<file path="src/rtl/hazard_ctrl.sv">
// Pipeline hazard controller: load-use stall, branch flush, EX operand forwarding
// and saturating stall/flush event counters, tracked through EX/MEM/WB shadow registers.
module hazard_ctrl #(
    parameter int unsigned ADDR_W = 5,
    parameter int unsigned CNT_W  = 16
) (
    input  logic              clk,
    input  logic              reset,
    input  logic [ADDR_W-1:0] rs1d,
    input  logic [ADDR_W-1:0] rs2d,
    input  logic [ADDR_W-1:0] rdd,
    input  logic              regwrited,
    input  logic              isloadd,
    input  logic              pcsrce,
    output logic              stallf,
    output logic              stalld,
    output logic              flushd,
    output logic              flushe,
    output logic [1:0]        forwardae,
    output logic [1:0]        forwardbe,
    output logic [CNT_W-1:0]  stall_cnt,
    output logic [CNT_W-1:0]  flush_cnt
);

    logic [ADDR_W-1:0] ex_rs1_q, ex_rs2_q, ex_rd_q;
    logic              ex_rw_q, ex_ld_q;
    logic [ADDR_W-1:0] ex_rs1_d, ex_rs2_d, ex_rd_d;
    logic              ex_rw_d, ex_ld_d;
    logic [ADDR_W-1:0] mem_rd_q, wb_rd_q;
    logic              mem_rw_q, wb_rw_q;
    logic [CNT_W-1:0]  stall_cnt_q, stall_cnt_d;
    logic [CNT_W-1:0]  flush_cnt_q, flush_cnt_d;

    logic              lwstall;
    logic [1:0]        fwd_a, fwd_b;

    always_comb begin
        lwstall = ex_ld_q && (ex_rd_q != '0) && ((ex_rd_q == rs1d) || (ex_rd_q == rs2d));
    end

    // MEM result is younger than WB, so it is checked first; x0 never forwards.
    always_comb begin
        fwd_a = 2'b00;
        if (mem_rw_q && (mem_rd_q != '0) && (mem_rd_q == ex_rs1_q)) begin
            fwd_a = 2'b10;
        end else if (wb_rw_q && (wb_rd_q != '0) && (wb_rd_q == ex_rs1_q)) begin
            fwd_a = 2'b01;
        end
        fwd_b = 2'b00;
        if (mem_rw_q && (mem_rd_q != '0) && (mem_rd_q == ex_rs2_q)) begin
            fwd_b = 2'b10;
        end else if (wb_rw_q && (wb_rd_q != '0) && (wb_rd_q == ex_rs2_q)) begin
            fwd_b = 2'b01;
        end
    end

    // A taken branch overrides a load-use stall: the stalled instruction is squashed anyway.
    always_comb begin
        stallf    = 1'b0;
        stalld    = 1'b0;
        flushd    = 1'b1;
        flushe    = 1'b1;
        forwardae = 2'b00;
        forwardbe = 2'b00;
        if (!reset) begin
            stallf    = lwstall && !pcsrce;
            stalld    = lwstall && !pcsrce;
            flushd    = pcsrce;
            flushe    = lwstall || pcsrce;
            forwardae = fwd_a;
            forwardbe = fwd_b;
        end
    end

    always_comb begin
        ex_rs1_d = rs1d;
        ex_rs2_d = rs2d;
        ex_rd_d  = rdd;
        ex_rw_d  = regwrited;
        ex_ld_d  = isloadd;
        if (flushe) begin
            ex_rs1_d = '0;
            ex_rs2_d = '0;
            ex_rd_d  = '0;
            ex_rw_d  = 1'b0;
            ex_ld_d  = 1'b0;
        end
        stall_cnt_d = stall_cnt_q;
        if (stallf && (stall_cnt_q != '1)) begin
            stall_cnt_d = stall_cnt_q + CNT_W'(1);
        end
        flush_cnt_d = flush_cnt_q;
        if (pcsrce && (flush_cnt_q != '1)) begin
            flush_cnt_d = flush_cnt_q + CNT_W'(1);
        end
    end

    always_ff @(posedge clk) begin
        if (reset) begin
            ex_rs1_q    <= '0;
            ex_rs2_q    <= '0;
            ex_rd_q     <= '0;
            ex_rw_q     <= 1'b0;
            ex_ld_q     <= 1'b0;
            mem_rd_q    <= '0;
            mem_rw_q    <= 1'b0;
            wb_rd_q     <= '0;
            wb_rw_q     <= 1'b0;
            stall_cnt_q <= '0;
            flush_cnt_q <= '0;
        end else begin
            wb_rd_q     <= mem_rd_q;
            wb_rw_q     <= mem_rw_q;
            mem_rd_q    <= ex_rd_q;
            mem_rw_q    <= ex_rw_q;
            ex_rs1_q    <= ex_rs1_d;
            ex_rs2_q    <= ex_rs2_d;
            ex_rd_q     <= ex_rd_d;
            ex_rw_q     <= ex_rw_d;
            ex_ld_q     <= ex_ld_d;
            stall_cnt_q <= stall_cnt_d;
            flush_cnt_q <= flush_cnt_d;
        end
    end

    assign stall_cnt = stall_cnt_q;
    assign flush_cnt = flush_cnt_q;

endmodule

</file>
<file path="config.mk">
export PLATFORM = sky130hd
export DESIGN_NAME = hazard_ctrl
export DESIGN_NICKNAME = d
export VERILOG_FILES = /design/src/rtl/hazard_ctrl.sv
export SDC_FILE = /design/constraint.sdc
export NUM_CORES = 1
export LEC_CHECK = 0
export BUFFER_PORTS_ARGS = -buffer_cell sky130_fd_sc_hd__buf_2
export CORE_MARGIN = 2
export CORE_UTILIZATION = 42
export CTS_CLUSTER_DIAMETER = 60
export DETAILED_ROUTE_END_ITERATION = 16
export GPL_ROUTABILITY_DRIVEN = 0
export PLACE_DENSITY = 0.72
export RECOVER_POWER = 50
export SYNTH_ARGS = -nofsm -noshare
export SYNTH_HDL_FRONTEND = slang
export SYNTH_SLANG_ARGS = --single-unit
</file>
<file path="constraint.sdc">
create_clock -name clk -period 3.01 [get_ports clk]
set_clock_uncertainty 0.1 [all_clocks]
set_input_delay 0.301 -clock clk [delete_from_list [all_inputs] [get_ports clk]]
set_output_delay 0.301 -clock clk [all_outputs]
set_load 0.05 [all_outputs]
</file>
==> results of run 1 <==
[how the worst max path moves through the flow]
| stage | start | end | slack (ps) |
|---|---|---|---|
| after floorplan | reset | forwardae[1] | 360 |
| after global placement | rs2d[0] | flushe | 730 |
| after detailed placement | mem_rd_q[1]$_SDFF_PP0_ | forwardae[0] | 660 |
| after CTS | mem_rd_q[1]$_SDFF_PP0_ | forwardae[0] | 310 |
| after global routing | mem_rd_q[1]$_SDFF_PP0_ | forwardbe[0] | 150 |
| final | mem_rd_q[1]$_SDFF_PP0_ | forwardae[0] | 340 |
[kinds of logic (layout without fill, tap and decap cells)]
logic type / Yosys count / in the layout / share of synthesized area
DFF: 61 / 61 / 0.442
adders and majority gates: 2 / 2 / 0.00905
buffers and inverters: 19 / 85 / 0.0276
muxes: 4 / 4 / 0.0154
xor gates and xnor gates: 47 / 47 / 0.149
AOI/OAI and AO/OA: 28 / 28 / 0.0724
and+or+nand+nor: 140 / 140 / 0.285
[synthesized netlist by cell type]
cell | number | area share
buf_4 | 1 | 0.0027
inv_1 | 8 | 0.011
nor3_1 | 5 | 0.0091
o21ai_0 | 5 | 0.0091
nand3_1 | 20 | 0.036
clkbuf_2 | 1 | 0.0018
nand4_1 | 10 | 0.023
nor2b_1 | 15 | 0.034
nand2_1 | 12 | 0.016
nand2b_2 | 1 | 0.0032
dfxtp_1 | 61 | 0.44
o22ai_4 | 1 | 0.0072
nor4b_1 | 1 | 0.0032
xor2_1 | 20 | 0.063
and3_4 | 2 | 0.0081
a211oi_1 | 1 | 0.0027
a21oi_1 | 12 | 0.022
ha_1 | 2 | 0.0091
clkbuf_1 | 9 | 0.012
a21o_1 | 1 | 0.0027
and4_1 | 1 | 0.0032
and3_2 | 2 | 0.0054
or3_2 | 1 | 0.0027
xnor2_1 | 27 | 0.086
mux2i_1 | 2 | 0.0072
and3_1 | 23 | 0.052
o31ai_1 | 6 | 0.016
and2_1 | 2 | 0.0045
o21ai_2 | 1 | 0.0032
mux2_2 | 2 | 0.0081
nor4_1 | 6 | 0.014
a311oi_4 | 1 | 0.0095
or4_1 | 11 | 0.030
nand2_4 | 1 | 0.0041
nor2_1 | 27 | 0.037
[layout by cell type, fill, tap and decap left out, types with 3 or more instances in the layout]
master	count
nor4_1	4
nand4_1	10
nand3_1	20
clkinv_2	3
xor2_1	20
o31ai_1	6
or4_1	11
nand2_1	12
inv_1	8
clkbuf_1	36
nor2b_1	15
xnor2_1	27
buf_2	25
nor3_1	5
and3_1	23
a21oi_1	12
clkbuf_8	9
o21ai_0	5
nor2_1	27
dfxtp_1	61
[per-layer routing]
metal  routed length, microns  GRT usage  vias to the layer above  part of all wire
met5                        0          0                        -                 0
met4                       93     0.0808                        0             0.015
met3                      276     0.0438                        9             0.045
met2                     3060      0.300                       46              0.50
met1                     2670      0.215                     1049              0.44
li1                         -          -                     1176                 -
[report_power, final]
group | switching (mW) | total (mW) | internal (mW)
combinational | 0.0686 | 0.115 | 0.0465
clock | 0.296 | 0.759 | 0.462
sequential | 0.0160 | 0.839 | 0.823
total | 0.381 | 1.71 | 1.33
[registers in the layout (all words and copies together), names as in the netlist]
| register | count |
|---|---|
| mem_rd_q | 5 |
| wb_rd_q | 5 |
| flush_cnt | 16 |
| ex_rs2_q | 5 |
| stall_cnt | 16 |
| ex_ld_q | 1 |
| ex_rs1_q | 5 |
| ex_rd_q | 5 |
| mem_rw_q | 1 |
| ex_rw_q | 1 |
| wb_rw_q | 1 |
[per-stage QoR]
step	power, mW	utilization	instances	setup WS [ps]
final	1.71	0.520	444	337
after global routing	1.79	0.520	444	151
after CTS	1.74	0.527	444	313
after detailed placement	0.974	0.494	428	663
after global placement	0.970	0.494	428	731
after floorplan	0.935	-	301	360
[layout make-up]
type	count	area share
inverter	8	0.00910
tap	77	0.0292
clock buffer	11	0.0398
multi-input combinational	221	0.448
sequential	61	0.370
clock inverter	5	0.0227
timing repair buffer	61	0.0811
==> out/results.ini, run 1 <==
[cells_and_area]
final_nets = 384
area_delta_synth_final_pct = 19.4
fill_cells = 651
ff_latch_area_sq_mm = 0.00122
multi_input_area_sq_mm = 0.00148
drive_gt1_frac = 0.150
stdcell_area_sq_mm = 0.00330
diodes = 0

[logic_synthesis]
seq_area_frac_synth = 0.442
syn_inst = 301
synth_nets = 323
ys_seq_elements = 61
synth_area_sq_mm = 0.00276
syn_area_per_cell_sq_um = 9.18
synth_warnings = 0
synth.distinct_cells = 35

[clocking]
cts_buffers = 9
clk_latency_ps = 320
cts_buffer_depth = 2
ctsHoldBuffers = 0
post_cts_buffers = 0
clockRootBuffer = clkbuf_8
clock-sinks = 61
tritoncts = done
cts_resized = 0
cts.clk_slew.worst_paths_ps = 70
h-tree-depth = 3

[sta]
slew_headroom = 0.562
finalSetupTns_ps = 0
period_needed_ps = 2670
worst_pin_slew_ps = 660
maxSlewViolCount = 0
setup-violations-final = 0
max_freq_mhz = 374
rsz0062_at_grt = false
hold_viol = 0
holdWs_ps = 99.6
period_share = 0.888

[detailed_routing]
drt_iter0_drc = 106
vias = 2280
post_drt_wl_per_cell_microns = 13.7
wl_mm = 6.10
avgViaCountPerCell = 5.14
firstDrtPassIters = 4
route.detailed.drc = 0
ant_nets = 0

[worst_hold_path]
hold_start = rdd[3]
min_path_type = primary input to register
holdPathEnd = ex_rd_q[3]$_SDFF_PP0_
holdPathStages = 2

[floorplan]
die_h_microns = 85.1
core-area_sq_mm = 0.00635
initial_core_util = 0.435
fp.dieW_microns = 85.1
floorplan.rows = 29
fp.dieArea_sq_mm = 0.00725
io_pins = 60

[critical_path]
cp.depth = 5
startpoint_type = register
ff2ff_path_depth = 6
end_kind = primary output
crit_family = simple AND/OR/NAND/NOR gates
crit_type = register to primary output
cp_slowest_cell = or4_1
cp.arrival_ps = 2270
crit_path_cell_trace = or4_1 > o21ai_0 > nor3_1 > nor4_2 > buf_2
crit_buf_inv = 1
critPathRequiredTime_ps = 2610
reg2reg_to = stall_cnt[13]$_SDFFE_PP0P_
reg2reg_slack_ps = 710
r2r-start = ex_rd_q[0]$_SDFF_PP0_
crit_fanout = 4
slowest_delay_ps = 540

[grt]
grt_pass1_wl_mm = 10.3
grt_max_degree = 49
track_usage = 0.179
grt_pass1_vias = 2278
antenna_found_initial = 0
overflow = 0

[placement]
port_buffers = 59
place_area_sq_mm = 0.00314
dp_hpwl_mm = 4.54

[run]
cap_violations = 0

[power_and_ir_drop]
power_leakage_nw = 1.33
peakVddDrop_uv = 233
power_density_mw_per_mm2 = 519

[outcome]
status = completed

(Power assumes the default switching activity.)
==> inputs of run 2 (changes only) <==
Settings changed: GPL_TIMING_DRIVEN set to 0.
==> run 2 against run 1 <==
Non-clock buffer count up 9; first-iteration DRC count up 29%; core utilization up 0.41 points; worst hold slack worse by 13 ps; setup slack worse by 140 ps; highest routed layer unchanged; flip-flop and latch count unchanged; final cell count up 2.0%; critical path type unchanged.
==> out/results.ini, run 2 (synthesized netlist as in run 1, its figures left out) <==
[critical_path]
cp_slowest_cell = or4_1
reg2reg_slack_ps = 850
crit_buf_inv = 3
crit_family = simple AND/OR/NAND/NOR gates
critPathRequiredTime_ps = 2610
ff2ff_path_depth = 6
reg2reg_to = stall_cnt[11]$_SDFFE_PP0P_
crit_fanout = 10
slowest_delay_ps = 560
cp.depth = 7
crit_type = register to primary output
cp.arrival_ps = 2410
end_kind = primary output
r2r-start = stall_cnt[0]$_SDFFE_PP0P_
startpoint_type = register
crit_path_cell_trace = or4_1 > o21ai_2 > nand2b_2 > clkbuf_1 > and2_1 > inv_1 > buf_2

[clocking]
clockRootBuffer = clkbuf_8
h-tree-depth = 3
cts_buffer_depth = 2
cts.clk_slew.worst_paths_ps = 70
cts_buffers = 9
clock-sinks = 61
clk_latency_ps = 330
post_cts_buffers = 0
cts_resized = 0
ctsHoldBuffers = 0
tritoncts = done

[sta]
slew_headroom = 0.594
rsz0062_at_grt = false
worst_pin_slew_ps = 612
postLayoutSetupSlackWorst_ps = 198
period_share = 0.934
period_needed_ps = 2810
maxSlewViolCount = 0
finalSetupTns_ps = 0
max_freq_mhz = 356
hold_viol = 0
setup-violations-final = 0

[detailed_routing]
post_drt_wl_per_cell_microns = 13.4
wl_mm = 6.06
ant_nets = 0
avgViaCountPerCell = 5.17
route.detailed.drc = 0
drt_iter0_drc = 137
firstDrtPassIters = 4
vias = 2341

[grt]
grt_max_degree = 13
grt_pass1_wl_mm = 9.94
antenna_found_initial = 0
overflow = 0
track_usage = 0.173
grt_pass1_vias = 2162

[placement]
place_area_sq_mm = 0.00317
port_buffers = 59
pre_cts_ws_ps = 474
dp_cells = 437
dp_hpwl_mm = 4.63

[floorplan]
io_pins = 60
fp.dieArea_sq_mm = 0.00725
die_h_microns = 85.1
fp.dieW_microns = 85.1
core-area_sq_mm = 0.00635
floorplan.rows = 29
initial_core_util = 0.435

[power_and_ir_drop]
peakVddDrop_uv = 265
power.total_mw = 1.67
power_leakage_nw = 1.33
power_density_mw_per_mm2 = 501

[worst_hold_path]
min_path_type = primary input to register
hold_start = rdd[0]
holdPathEnd = ex_rd_q[0]$_SDFF_PP0_
holdPathStages = 2

[run]
cap_violations = 0

[outcome]
status = completed

[cells_and_area]
layout_commonest_cell = dfxtp_1
stdcell_area_sq_mm = 0.00333
final_nets = 393
diodes = 0
area_delta_synth_final_pct = 20.4
stdcell_count = 453
drive_gt1_frac = 0.154
final_cell_mix = dfxtp_1, clkbuf_1, xnor2_1, nor2_1, buf_2

==> run 2: area by class of cell <==
class	count	area [sq um]
fillers	611	3020
multi-input cells	221	1480
flip-flops and latches	61	1220
repair buffers	59	253
clock buffers	9	124
well taps	77	96.3
clock inverters	7	76.3
plain buffers	11	47.5
inverters	8	30.0
==> run 2: worst max path at each step <==
stage / from / end / slack [ps]
2_1_floorplan: reset / forwardae[1] / 360
3_3_place_gp: ex_rd_q[1]$_SDFF_PP0_ / stallf / 490
3_5_place_dp: ex_rd_q[1]$_SDFF_PP0_ / stallf / 470
4_1_cts: ex_rd_q[1]$_SDFF_PP0_ / stallf / 70
5_1_grt: ex_rd_q[1]$_SDFF_PP0_ / flushe / 30
6_report: ex_rd_q[1]$_SDFF_PP0_ / flushe / 200
==> run 2: report_power, final <==
part | internal, mW | switching, mW | total, mW
Combinational | 0.0467 | 0.0682 | 0.115
Sequential | 0.823 | 0.0160 | 0.839
Clock | 0.384 | 0.330 | 0.714
Total | 1.25 | 0.414 | 1.67
==> run 2: metrics by stage <==
stage                util  hold WS (ps)
floorplan               -           314
global route        0.524          80.0
CTS                 0.530          68.5
finish              0.524          87.0
detailed placement  0.499           326
global placement    0.499           317
==> run 2: per-layer routing <==
layer / vias to the layer above / wire (microns) / global-route usage
li1: 1197 / - / -
met1: 1086 / 2730 / 0.222
met2: 47 / 2880 / 0.267
met3: 11 / 320 / 0.0447
met4: 0 / 131 / 0.0924
met5: - / 0 / 0
